`config.mk`:
```
export PLATFORM = sky130hd
export DESIGN_NAME = mult_div_unit
export DESIGN_NICKNAME = d
export VERILOG_FILES = /design/src/rtl/mult_div_unit.sv
export SDC_FILE = /design/constraint.sdc
export NUM_CORES = 1
export LEC_CHECK = 0
export ABC_AREA = 1
export BUFFER_PORTS_ARGS = -buffer_cell sky130_fd_sc_hd__buf_4
export CORE_MARGIN = 5
export CORE_UTILIZATION = 25
export CTS_CLUSTER_SIZE = 25
export DETAILED_ROUTE_END_ITERATION = 8
export PLACE_DENSITY = 0.46
export SETUP_SLACK_MARGIN = 0.5
export SLEW_MARGIN = 15
export SYNTH_ARGS = -nofsm -noshare
export SYNTH_HDL_FRONTEND = slang
export SYNTH_SLANG_ARGS = --single-unit
```
`constraint.sdc`:
```
create_clock -name clock -period 5.9 [get_ports clock]
set_input_delay 0.295 -clock clock [delete_from_list [all_inputs] [get_ports clock]]
set_output_delay 0.295 -clock clock [all_outputs]
set_load 0.1 [all_outputs]
```
`src/rtl/mult_div_unit.sv`:
```
// mult_div_unit: iterative signed multiply (radix-2 Booth) and divide
// (restoring on magnitudes) sequencer that owns the HI/LO result registers.
//
// Ports:
//   clock        rising-edge clock
//   reset        asynchronous active-low reset
//   start        operation request, sampled only in IDLE
//   op           0 = signed multiply, 1 = signed divide (sampled with start)
//   a, b         operands (signed), latched on the accepting edge
//   busy         high while iterating (MULT or DIV)
//   done         one-cycle completion pulse
//   hi, lo       mult: {hi,lo} = product; div: hi = remainder, lo = quotient
//   div_by_zero  set by a divide with b == 0, cleared by the next accepted start
module mult_div_unit #(
    parameter int WIDTH = 32
) (
    input  logic             clock,
    input  logic             reset,
    input  logic             start,
    input  logic             op,
    input  logic [WIDTH-1:0] a,
    input  logic [WIDTH-1:0] b,
    output logic             busy,
    output logic             done,
    output logic [WIDTH-1:0] hi,
    output logic [WIDTH-1:0] lo,
    output logic             div_by_zero
);

    localparam int CW = (WIDTH > 1) ? $clog2(WIDTH) : 1;

    typedef enum logic [1:0] {
        IDLE,
        MULT,
        DIV,
        DONE
    } state_t;

    state_t state, state_nx;

    logic [CW-1:0]    cnt;
    logic             last;
    // mult: {upper, multiplier, q(-1)}; div: {0, remainder, dividend/quotient}
    logic [2*WIDTH:0] acc;
    logic [WIDTH-1:0] opnd;
    logic             neg_q;
    logic             neg_r;

    logic [WIDTH-1:0] mag_a;
    logic [WIDTH-1:0] mag_b;
    logic [WIDTH:0]   bsum;
    logic [2*WIDTH:0] mult_nx;
    logic [WIDTH:0]   dshift;
    logic [WIDTH:0]   dtrial;
    logic [2*WIDTH:0] div_nx;
    logic [WIDTH-1:0] q_fix;
    logic [WIDTH-1:0] r_fix;

    assign last  = (cnt == CW'(WIDTH - 1));
    assign busy  = (state == MULT) || (state == DIV);
    assign done  = (state == DONE);
    assign mag_a = a[WIDTH-1] ? -a : a;
    assign mag_b = b[WIDTH-1] ? -b : b;

    always_comb begin
        // Upper half summed in WIDTH+1 bits so that adding -(-2^(W-1))
        // keeps its true sign before the arithmetic shift.
        bsum = {acc[2*WIDTH], acc[2*WIDTH:WIDTH+1]};
        case (acc[1:0])
            2'b01:   bsum = bsum + {opnd[WIDTH-1], opnd};
            2'b10:   bsum = bsum - {opnd[WIDTH-1], opnd};
            default: bsum = bsum;
        endcase
        mult_nx = {bsum[WIDTH:1], bsum[0], acc[WIDTH:2], acc[1]};
    end

    always_comb begin
        dshift = {acc[2*WIDTH-1:WIDTH], acc[WIDTH-1]};
        dtrial = dshift - {1'b0, opnd};
        if (dtrial[WIDTH]) begin
            div_nx = {1'b0, dshift[WIDTH-1:0], acc[WIDTH-2:0], 1'b0};
        end else begin
            div_nx = {1'b0, dtrial[WIDTH-1:0], acc[WIDTH-2:0], 1'b1};
        end
        q_fix = neg_q ? -div_nx[WIDTH-1:0] : div_nx[WIDTH-1:0];
        r_fix = neg_r ? -div_nx[2*WIDTH-1:WIDTH]
                      : div_nx[2*WIDTH-1:WIDTH];
    end

    always_ff @(posedge clock or negedge reset) begin
        if (!reset) begin
            state <= IDLE;
        end else begin
            state <= state_nx;
        end
    end

    always_comb begin
        state_nx = state;
        case (state)
            IDLE: begin
                if (start) begin
                    if (!op) begin
                        state_nx = MULT;
                    end else if (b != '0) begin
                        state_nx = DIV;
                    end else begin
                        state_nx = DONE;
                    end
                end
            end
            MULT:    if (last) state_nx = DONE;
            DIV:     if (last) state_nx = DONE;
            DONE:    state_nx = IDLE;
            default: state_nx = IDLE;
        endcase
    end

    always_ff @(posedge clock or negedge reset) begin
        if (!reset) begin
            cnt         <= '0;
            acc         <= '0;
            opnd        <= '0;
            neg_q       <= 1'b0;
            neg_r       <= 1'b0;
            hi          <= '0;
            lo          <= '0;
            div_by_zero <= 1'b0;
        end else begin
            case (state)
                IDLE: begin
                    if (start) begin
                        cnt         <= '0;
                        div_by_zero <= op && (b == '0);
                        if (!op) begin
                            opnd <= a;
                            acc  <= {{WIDTH{1'b0}}, b, 1'b0};
                        end else if (b != '0) begin
                            opnd  <= mag_b;
                            acc   <= {{(WIDTH+1){1'b0}}, mag_a};
                            neg_q <= a[WIDTH-1] ^ b[WIDTH-1];
                            neg_r <= a[WIDTH-1];
                        end else begin
                            hi <= a;
                            lo <= '1;
                        end
                    end
                end
                MULT: begin
                    acc <= mult_nx;
                    cnt <= cnt + 1'b1;
                    if (last) begin
                        {hi, lo} <= mult_nx[2*WIDTH:1];
                    end
                end
                DIV: begin
                    acc <= div_nx;
                    cnt <= cnt + 1'b1;
                    if (last) begin
                        hi <= r_fix;
                        lo <= q_fix;
                    end
                end
                default: begin
                end
            endcase
        end
    end

endmodule

```
### After elaboration in Yosys (flattened, before gate mapping)

Cells that the tools add are included.

* $add $sub $neg: 8
* equal/unequal tests: 14
* multiplexer cells: 31
* bitwise operators: 1
* reductions and logical operators: 15

Operator list (number)
* 32-bit two-way mux: 16
* 65-bit two-way mux: 3
* 65-bit case mux with 3 select lines: 1
* 32-bit case mux with 3 select lines: 2
* 32-bit negation: 4
* 33-bit case mux with 2 select lines: 1
* 64-bit two-way mux: 1
* 32-bit by 32-bit adder with 33-bit output: 1
* 32-bit by 32-bit subtractor with 33-bit output: 1
* 33-bit by 32-bit subtractor with 33-bit output: 1
* 32-bit logical NOT: 1
* 32-bit nonzero test: 1
* 2-bit != test (second input constant): 5
* 5-bit case mux with 2 select lines: 1
* 2-bit == test (second input constant): 3
* 2-bit two-way mux: 3
* 2-bit case mux with 3 select lines: 1
* 2-bit AND reduction: 3
* 3-bit AND reduction: 2
* 6-bit AND reduction: 1
* 5-bit by 1-bit adder with 5-bit output (second input constant): 1
* 5-bit == test (second input constant): 1
* 5-bit two-way mux: 1
* 2-bit by 1-bit == test with 1-bit output (second input constant): 2
* 11 further kinds: 12

* flip-flop bits (word level): 171
* input port bits: 68
* output and inout bits: 67
* logic and storage cells: 78

### Logic depth before layout (Yosys ltp)

* word-level depth: 6
* mapped depth: 30
* depth with buffers taken out: 29

### Least setup slack after synthesis

No wires, ideal clock.

* path kind: register to register
* from: register acc[31]
* to: register lo[30]
* library setup time: 0.121 ns
* data arrival time: 3.894 ns
* data required time: 5.779 ns
* path slack: 1.885 ns
* cell stages (with the launch flop): 30
* path buffers: 2
* clock period less this slack: 4.015 ns
* cells stage by stage: dfrtp_1 -> inv_1 -> ha_1 -> fa_1 -> inv_1 -> nand2_1 -> nand2_1 -> nand3_1 -> nand2_2 -> nand2_2 -> nand2_4 -> nand2_4 -> nand2_4 -> nand2_4 -> nand2_4 -> buf_8 -> buf_8 -> ha_1 -> nand3_1 -> nor3_1 -> nand3_1 -> nor3_1 -> nand2_1 -> o21ai_0 -> o21ai_0 -> nor2_1 -> o21ai_0 -> o21ai_0 -> a21oi_1 -> o22a_1

* word-level cells in the longest chain between the ends: 6

RTL lines
* start, declared: RTL line 44 `logic [2*WIDTH:0] acc;`
* start signal, assigned: RTL line 137 `acc <= {{WIDTH{1'b0}}, b, 1'b0};`
* start signal, assigned: RTL line 140 `acc <= {{(WIDTH+1){1'b0}}, mag_a};`
* start signal, assigned: RTL line 150 `acc <= mult_nx;`
* 33-bit by 32-bit subtractor with 33-bit output: RTL line 79 `dtrial = dshift - {1'b0, opnd};`
* 64-bit two-way mux: RTL line 80 `if (dtrial[WIDTH]) begin`
* 32-bit negation: RTL line 85 `q_fix = neg_q ? -div_nx[WIDTH-1:0] : div_nx[WIDTH-1:0];`
* 32-bit two-way mux: RTL line 85
* 32-bit two-way mux: RTL line 159 `if (last) begin`
* 32-bit case mux with 3 select lines: RTL line 130 `case (state)`
* end signal, assigned: RTL line 153 `{hi, lo} <= mult_nx[2*WIDTH:1];`
* end signal, assigned: RTL line 161 `lo <= q_fix;`
* end, declared: RTL line 26 `output logic [WIDTH-1:0] lo,`

Every way passes these cells. The select of a mux whose other input is x is not followed.
A chain may end at the register's enable or synchronous reset.

### Worst setup path in the final report

* from: register opnd[1]
* to: register hi[26]

* word-level cells in the longest chain between the ends: 6
* elaborated cells between the ends (all ways): 10
* classes of those cells: add/sub (4); mux (6)

RTL lines
* start, declared: RTL line 45 `logic [WIDTH-1:0] opnd;`
* start signal, assigned: RTL line 139 `opnd <= mag_b;`
* 33-bit by 32-bit subtractor with 33-bit output: RTL line 79
* 64-bit two-way mux: RTL line 80
* 32-bit negation: RTL line 86 `r_fix = neg_r ? -div_nx[2*WIDTH-1:WIDTH]`
* 32-bit two-way mux: RTL line 86
* 32-bit two-way mux: RTL line 159
* 32-bit case mux with 3 select lines (*): RTL line 130
* end signal, assigned: RTL line 153
* end signal, assigned: RTL line 160 `hi <= r_fix;`
* end, declared: RTL line 25 `output logic [WIDTH-1:0] hi,`

Every way passes the cells marked *; elsewhere a longest branch is shown, timed or not. The select of a mux whose other input is x is not followed.

==> reports/results.ini <==
[floorplan]
top_level_ports=135
row_count=98
core_area_um2=71500
die_h_um=279
die_area_um2=77600
die_x_um=279
start_util_pct=25.2

[hold_path]
hold_depth=3
worstHoldPathType=primary input to flip-flop

[clocking]
cts_tree=yes
clkTransAtPathRegs_ps=90
cts_made_buffers=17
clkLatencyLatePin_ps=480
cts-root-buf=clkbuf_16
post_cts_buffers=0
h-tree-depth=4
cts_buffer_depth=2
cts.sinks=171

[sta]
timing.slew.headroom_pct=36.1
fin_skew_ps=19.1
finalSetupTns_ps=0
hold_slack_ps=139
fmax_mhz=203
tightest_slew_ps=959
drv_slew=0
finalSetupViolations=0
rsz0062_at_grt=false
finalHoldViolCount=0
period_needed_ps=4940
period_share_pct=83.7

[detailed_routing]
via_count=20400
drc=0
wl_per_cell_um=21.1
drtIter0Drc=2320
via_per_inst=5.11
drt-total-wl_um=84100
postRouteAntennaNets=0
drtPass1Iterations=8

[setup_path]
reg2reg_depth=23
cp_data_required_time_ps=6250
cp_max_fo=4
worstSetupPathType=flip-flop to flip-flop
worstPathArrival_ps=5290
worstSetupStartpointType=flip-flop
endpoint_kind=flip-flop
ff2ff_setup_slack_ps=960

[synth]
syn_inst=2970
synth_fp_nets=3117
synthArstFlopShare_pct=100
synth_edf_count=0
ys_seq_area_share_pct=23.7
syn_area_per_cell_um2=6.07
synth_flop_cell=dfrtp_1
ys_types=56
ys_warn_count=0
syn_area_um2=18000
synth_seq_cells=171

[global_routing]
grt.met1_usage_pct=30.7
grt_start_max_net_pins=68
met2_usage_pct=32.4
grt_pass1_vias=19300
busiest_layer=met2
grt_pass1_wl_um=126000
grt.overflow.total=0
antenna_found_initial=1
grt.total_usage_pct=21.0
grtUsageMet3_pct=3.09

[layout]
layout.nets=3179
area_growth_pct=14.4
drive_gt1_share_pct=9.85
antenna_cells=0
fillers=8120
final_common_cell=nand2_1
final_cell_mix=nand2_1 (797), inv_1 (376), o21ai_0 (274), nor2_1 (255), nand3_1 (201)

[run_status]
run_status=finished clean

[job]
max-cap-violations=0

[placed_design]
place_congestion=0.947
numPortBuffers=134
hpwl_um=66800

==> synth_stat cells, types with 18 or more instances <==
cell type,number,area [um2]
a21oi_1,199,996
a31oi_1,32,200
clkbuf_1,94,353
dfrtp_1,171,4280
ha_1,77,963
inv_1,377,1420
nand2_1,799,3000
nand2_2,25,156
nand3_1,201,1010
nand4_1,48,300
nor2_1,255,957
nor3_1,46,230
o211ai_1,52,390
o21ai_0,274,1370
o21ai_1,20,100
xnor2_1,18,158
xor2_1,76,666
==> per-layer routing <==
layer / vias up / wire, um / share of wire, %
met5: - / 0 / 0
met4: 0 / 2250 / 2.7
met3: 94 / 5650 / 6.7
met2: 797 / 36600 / 44
met1: 9631 / 39600 / 47
li1: 9901 / - / -
==> metrics by stage <==
stage / area, um2 / cells / setup slack (ps) / util (%)
finish: 20600 / 3995 / 965 / 28.9
global route: 20600 / 3995 / 501 / 28.9
CTS: 20600 / 3995 / 716 / 28.8
detailed placement: 20000 / 3962 / 754 / 27.9
global placement: 20000 / 3962 / 733 / 27.9
floorplan: 18000 / 2970 / 1890 / -
==> flip-flops by register name, summed over array words and instances, names as in the netlist <==
signal	cells
acc	65
hi	32
lo	32
opnd	32
cnt	5
state	2
div_by_zero	1
neg_q	1
neg_r	1
==> path summary, 6_finish.rpt <==
check                         from  endpoint
max                        opnd[1]    hi[26]
min                           a[4]     hi[4]
max reg2reg                opnd[1]    hi[26]
min reg2reg                 hi[22]    hi[22]
max in group asynchronous    reset   acc[45]
min in group asynchronous    reset    lo[25]
==> cell type report <==
class | count | area, um2 | share of cell area [%]
clock inverter | 15 | 196 | 0.952
tap | 950 | 1190 | 5.76
multi-input combinational | 2281 | 11800 | 57.2
clock buffer | 17 | 425 | 2.06
timing repair buffer | 166 | 1250 | 6.08
sequential | 171 | 4280 | 20.7
inverter | 395 | 1480 | 7.19
==> critical path, cell delays in order (launching register included) <==
cell	delay (ps)
dfrtp_1	430
nor3_1	310
nand2_1	130
nor3_2	220
nand4_1	240
nor4_2	370
nand3_1	210
nor3_2	340
or2_2	190
xor2_1	60
ha_1	350
nand2_1	160
nor4_2	440
nand3_1	200
nand3_1	220
nand2_1	90
o211ai_1	160
o21ai_0	180
nand2_1	110
inv_1	60
a21oi_1	110
nand2_1	80
nand2_1	80
nand2_1	50
==> cells by family (layout without fill, tap and decap cells) <==
group	Yosys count	in the layout	share of synthesized area, %
xor gates and xnor gates	94	94	4.56
AOI/OAI and AO/OA	651	651	20.2
buffers and inverters	518	593	11.1
and+or+nand+nor	1457	1457	34.8
DFF	171	171	23.7
adders and majority gates	79	79	5.56
==> repair_timing <==
| item | 4_1_cts | 5_1_grt |
|---|---|---|
| hold buffers | 1 | 0 |
| resized for setup | 0 | 5 |
| hold endpoints to repair | 47 | 0 |
| setup endpoints to repair | 0 | 10 |
Power is left out: the tool's default activity adds up to more than one toggle a clock period on the data nets, which glitch-free logic cannot reach.
